==> src/rtl/mul_seq.sv <==
// Shift-and-add multiplier controller driving the shared 16-bit ALU one op per cycle.
// Optional operand ordering (smaller operand drives the loop) enabled by MUL_SEQ_SWAP_EN.
module mul_seq #(
    parameter int N = 16
) (
    input  logic         i_clk,
    input  logic         i_rst_n,
    input  logic         i_start,
    input  logic [N-1:0] i_mcand,
    input  logic [N-1:0] i_mplier,
    output logic         o_busy,
    output logic         o_done,
    output logic [N-1:0] o_product,
    output logic [N-1:0] o_alu_a,
    output logic [N-1:0] o_alu_b,
    output logic [1:0]   o_alu_ctrl,
    input  logic [N-1:0] i_alu_q,
    input  logic         i_alu_mayor
);

    localparam logic [1:0] CTRL_ADD = 2'b00;
    localparam logic [1:0] CTRL_SHL = 2'b11;
    localparam logic [1:0] CTRL_SHR = 2'b01;

    typedef enum logic [2:0] {
        S_IDLE,
        S_TEST,
        S_ADD,
        S_SHL,
        S_SHR,
        S_DONE
`ifdef MUL_SEQ_SWAP_EN
        , S_CMP
`endif
    } state_e;

    state_e       state_q, state_d;
    logic [N-1:0] acc_q, acc_d;
    logic [N-1:0] mc_q, mc_d;
    logic [N-1:0] mp_q, mp_d;
    logic [N-1:0] product_q, product_d;
    logic         busy_q, busy_d;
    logic         done_q, done_d;

`ifndef MUL_SEQ_SWAP_EN
    logic unused_mayor;
    assign unused_mayor = i_alu_mayor;
`endif

    always_comb begin
        state_d   = state_q;
        acc_d     = acc_q;
        mc_d      = mc_q;
        mp_d      = mp_q;
        product_d = product_q;
        case (state_q)
            S_IDLE: begin
                if (i_start) begin
                    mc_d  = i_mcand;
                    mp_d  = i_mplier;
                    acc_d = '0;
`ifdef MUL_SEQ_SWAP_EN
                    state_d = S_CMP;
`else
                    state_d = S_TEST;
`endif
                end
            end
`ifdef MUL_SEQ_SWAP_EN
            S_CMP: begin
                // mc <= mp: swap so the smaller operand ends up in mp
                if (!i_alu_mayor) begin
                    mc_d = mp_q;
                    mp_d = mc_q;
                end
                state_d = S_TEST;
            end
`endif
            S_TEST: begin
                if (mp_q == '0) begin
                    product_d = acc_q;
                    state_d   = S_DONE;
                end else if (mp_q[0]) begin
                    state_d = S_ADD;
                end else begin
                    state_d = S_SHL;
                end
            end
            S_ADD: begin
                acc_d   = i_alu_q;
                state_d = S_SHL;
            end
            S_SHL: begin
                mc_d    = i_alu_q;
                state_d = S_SHR;
            end
            S_SHR: begin
                mp_d    = i_alu_q;
                state_d = S_TEST;
            end
            S_DONE:  state_d = S_IDLE;
            default: state_d = S_IDLE;
        endcase
        busy_d = (state_d != S_IDLE);
        done_d = (state_d == S_DONE);
    end

    // ALU drive is combinational so the result returns within the same cycle
    always_comb begin
        o_alu_a    = '0;
        o_alu_b    = '0;
        o_alu_ctrl = CTRL_ADD;
        case (state_q)
`ifdef MUL_SEQ_SWAP_EN
            S_CMP: begin
                o_alu_a = mc_q;
                o_alu_b = mp_q;
            end
`endif
            S_ADD: begin
                o_alu_a = acc_q;
                o_alu_b = mc_q;
            end
            S_SHL: begin
                o_alu_a    = mc_q;
                o_alu_ctrl = CTRL_SHL;
            end
            S_SHR: begin
                o_alu_a    = mp_q;
                o_alu_ctrl = CTRL_SHR;
            end
            default: ;
        endcase
    end

    always_ff @(posedge i_clk or negedge i_rst_n) begin
        if (!i_rst_n) begin
            state_q   <= S_IDLE;
            acc_q     <= '0;
            mc_q      <= '0;
            mp_q      <= '0;
            product_q <= '0;
            busy_q    <= 1'b0;
            done_q    <= 1'b0;
        end else begin
            state_q   <= state_d;
            acc_q     <= acc_d;
            mc_q      <= mc_d;
            mp_q      <= mp_d;
            product_q <= product_d;
            busy_q    <= busy_d;
            done_q    <= done_d;
        end
    end

    assign o_busy    = busy_q;
    assign o_done    = done_q;
    assign o_product = product_q;

endmodule

==> config.mk <==
export PLATFORM = sky130hd
export DESIGN_NAME = mul_seq
export DESIGN_NICKNAME = d
export VERILOG_FILES = /design/src/rtl/mul_seq.sv
export SDC_FILE = /design/constraint.sdc
export NUM_CORES = 1
export LEC_CHECK = 0
export CAP_MARGIN = 25
export CORE_MARGIN = 4
export CORE_UTILIZATION = 47
export DETAILED_ROUTE_END_ITERATION = 8
export PLACE_DENSITY = 0.91
export SLEW_MARGIN = 20
export SYNTH_ARGS = -nofsm -noshare
export SYNTH_HDL_FRONTEND = slang
export SYNTH_SLANG_ARGS = --single-unit
==> constraint.sdc <==
create_clock -name i_clk -period 2.4 [get_ports i_clk]
set_input_delay 0.48 -clock i_clk [delete_from_list [all_inputs] [get_ports i_clk]]
set_output_delay 0.48 -clock i_clk [all_outputs]
set_load 0.03 [all_outputs]
### Word level (Yosys, flattened, before mapping)

Cells that the tools add are included.

| storage, ports and cells | value |
|---|---|
| flip-flop bits (word level) | 69 |
| word-level logic and storage cells | 36 |
| bits of input ports | 52 |
| output and inout port bits | 52 |

| cells by class | value |
|---|---|
| eq/ne operators | 6 |
| mux-type cells | 13 |
| reductions and logical operators | 10 |

Operators by type and width:

| operator | count |
|---|---|
| 16-bit case mux with 2 select lines | 3 |
| 16-bit two-way mux | 4 |
| 16-bit case mux with 3 select lines | 1 |
| 16-bit zero test | 1 |
| 3-bit case mux with 5 select lines | 1 |
| 2-bit AND reduction | 4 |
| 3-bit by 2-bit == test with 1-bit output (second input constant) | 2 |
| 3-bit == test (second input constant) | 2 |
| 3-bit two-way mux | 2 |
| 2-bit nonzero test | 3 |
| 2-bit case mux with 2 select lines | 1 |
| 3-bit by 1-bit == test with 1-bit output (second input constant) | 1 |
| 3-bit zero test | 1 |
| 3-bit nonzero test | 1 |
| 2-bit != test (second input constant) | 1 |
| 1-bit two-way mux | 1 |

### Longest topological paths before layout

| depth | value |
|---|---|
| depth in word-level cells | 4 |
| depth in mapped cells | 8 |
| depth with buffers taken out | 4 |

### Worst setup path after synthesis

No wires, ideal clock.

| timing path | value |
|---|---|
| path type | register to output |
| from | register state_q[0] |
| to | output port o_alu_a[0] |
| path slack | 61 ps |
| buffers on the path | 2 |
| required time | 1920 ps |
| arrival time | 1859 ps |
| cell stages (with the launch flop) | 5 |
| path through | dfrtp_1 buf_2 buf_1 mux2i_1 o21ai_0 |

| on the way | value |
|---|---|
| word-level cells in the longest chain between the ends | 2 |
| elaborated cells between the ends (all ways) | 4 |
| classes of those cells | eq/ne (3); mux (1) |

Ends and longest elaborated chain:

| item | line | RTL |
|---|---|---|
| start, declared | 37 | `state_e state_q, state_d;` |
| start signal, assigned | 146 | `state_q <= state_d;` |
| 3-bit == test / 3-bit by 2-bit == test with 1-bit output (equally long branches) | 113 | `case (state_q)` |
| 16-bit case mux with 3 select lines (*) | 113 |  |
| end, declared | 14 | `output logic [N-1:0] o_alu_a,` |

Mark *: on every way between the ends. The rest lies on a longest branch, timed or not.

### Final worst setup path

| timing path | value |
|---|---|
| from | register state_q[0] |
| to | output port o_alu_a[13] |

Same word-level chain as after synthesis.

==> metrics <==
slowest library cell on the worst path dfrtp_1; crit path buf inv count 3; final setup violation count 0; DR vias/cell 5.67; Top delay family on crit path buffers and inverters; later-pin clock latency in the skew report 0.35 ns; # DRC 0; initial antenna violation count 0; post-synthesis mux area share 15.2%; Slew HR 54.1%; DRT iter0 DRCs 190; most frequent cells in the layout 68 x dfrtp_1, 67 x clkdlybuf4s50_1, 42 x buf_4, 33 x o21ai_0, 32 x mux2i_1; num rows 31; port bufs slightly above 100; worst setup path class reg -> out; fin util 66.1%; Synth cell types 31; Core ar. 7250 um^2; largest family of logic cells by synthesized area compound AO/OA/AOI/OAI gates; VDD IR max 598 uV; #FFs+latches synth 69; crit path DAT between 1.5 and 2 ns; Hold Path Class in -> async; FF/Latch Area 1730 um^2; Slew Viols, Final 0; CTS sink count 69; sequential area share after synthesis roughly half; share of layout cells above drive strength 1 21.0%; clock slew seen by the registers of the worst setup and hold paths 0.08 ns; Final #Nets between 400 and 500; grt total ovfl 0; chip height 94.4 um; Worst Setup Start Kind flop; IO Pins 104; vias in the first global route 2985; adder and majority gate portion of the synthesized area 0%; Post-Synth Simple-Gate Area 12.9%; area of the multi-input gates 1630 um^2; Max Fclk 0.435 GHz; CTS tree yes; fill cell count roughly 550; Crit path required time 1.92 ns; crit-path cells buf_4 > nor2_1 > and2_4 > buf_6 > nand2_1 > o21ai_0 > buf_12; type of element capturing the critical path output port; Critical Path Max Stage Delay 0.38 ns; met1 Usage GRT 29.6%; ANT nets after route 0; WL/cell 18.4 um; max-cap violations 0; Syn Area/Cell 10.6 um^2; clock root cell clkbuf_8; area grow syn2layout 36.7%; GR Layer Usage met2 37.3%; first-pass GRT wire length between 15000 and 20000 um; CTS Hold Bufs 0; met3 Use GR between 4 and 5%; biggest area consumer among synthesized cells dfrtp_1; Detailed Routing Iterations Pass 1 7; Final Skew 0.00889 ns; Area contributors post-synth dfrtp_1 49%, mux2i_1 9.1%, o21ai_0 4.9%; Starting Density just under 50%; Ys Warns 0; Tmin final 2.30 ns; H-tree levels 3; Via Count between 3000 and 4000; P_leak 0.00208 uW; power per cell area about 1300 nW/um^2; global router's overall resource usage roughly 22%; Fin Setup TNS 0 ns; cell count after synthesis approximately 330; syn nets 384; commonest non-fill, non-tap cell in the layout dfrtp_1; Synth Area in Compound Gates 17.8%; Crit Path Max Fanout 18; die width between 90 and 100 um; Routability Congestion 0.918; mapped cell area 3510 um^2; Final period util 95.9%; XOR/XNOR share of the synthesized area 0%; slew of the pin with the lowest slew margin 0.688 ns; most used routing layer met2; n_diodes 0; Final HPWL DP around 7200 um; Total Wirelength 9850 um; outcome completed; TritonCTS Buffers 9; pin count of the biggest net entering global routing 70; final hold vios 0; CTS Buffer Depth 2; RSZ-0062 raised after global routing no; post-synth top area share 49.2%; DIE AREA 8910 um^2
==> layout make-up <==
class | instances | area share (%)
clock buffer | 9 | 2.58
sequential | 69 | 36.0
tap | 99 | 2.58
timing repair buffer | 117 | 23.2
multi-input combinational | 233 | 34.0
clock inverter | 7 | 1.33
inverter | 3 | 0.235
==> cell families (layout without fill, tap and decap cells) <==
| kind of cell | after synthesis | after routing |
|---|---|---|
| AOI/OAI and AO/OA | 101 | 101 |
| buffers and inverters | 30 | 136 |
| DFF | 69 | 69 |
| muxes | 48 | 48 |
| and+or+nand+nor | 84 | 84 |
==> power breakdown <==
group          total (uW)  switching (uW)  internal (uW)
registers            1980             388           1590
clock network         903             504            400
logic                3270            1880           1390
==> cell usage after synthesis, drive strengths merged <==
master and instances:
a21o 1, a21oi 20, a22o 16, a22oi 15, a31oi 15, and2 17, and3b 1, buf 11
clkbuf 16, dfrtp 69, inv 3, mux2 16, mux2i 32, nand2 17, nand2b 2, nand4 1
nor2 20, nor2b 15, nor3 3, nor3b 1, nor4 4, o21ai 34, or2 3
==> flip-flops by register name, summed over array words and instances, names as in the netlist <==
| name | cells |
|---|---|
| acc_q | 16 |
| o_product | 16 |
| mc_q | 16 |
| o_done | 1 |
| mp_q | 16 |
| o_busy | 1 |
| state_q | 3 |
==> layer usage <==
| metal | share of wire (%) | wire (um) |
|---|---|---|
| met1 | 40 | 3990 |
| met2 | 52 | 5100 |
| met3 | 6.2 | 615 |
| met4 | 1.6 | 154 |
| met5 | 0 | 0 |
==> stage by stage <==
stage	setup WS, ns	hold WS [ns]	cell area [um^2]	cells	power (uW)
after floorplan	0.0606	0.184	3510	332	4080
after global placement	0.369	0.491	4580	520	5080
after detailed placement	0.331	0.499	4580	520	5200
after CTS	0.00966	0.153	4770	536	6120
after global routing	0.0163	0.167	4800	537	6510
final	0.0993	0.137	4800	537	6160
==> what timing repair did <==
item,in CTS,in global routing
setup buffers,0,1
resized for setup,2,7
endpoints found under the setup margin,5,24
==> path summary, 6_finish.rpt <==
check | from | endpoint | slack [ns] | depth (start not counted)
worst max-delay path | state_q[0]$_DFF_PN0_ | o_alu_a[13] | 0.1 | 7
worst min-delay path | i_rst_n | mc_q[0]$_DFFE_PN0P_ | 0.14 | 2
worst max register to register | mp_q[6]$_DFFE_PN0P_ | o_product[2]$_DFFE_PN0P_ | 0.30 | 5
worst min register to register | o_product[0]$_DFFE_PN0P_ | o_product[0]$_DFFE_PN0P_ | 0.51 | 1
max in group asynchronous | i_rst_n | state_q[1]$_DFF_PN0_ | 1.94 | 2
min in group i_clk | o_product[0]$_DFFE_PN0P_ | o_product[0]$_DFFE_PN0P_ | 0.51 | 1
Power figures use the tool's default switching activity.
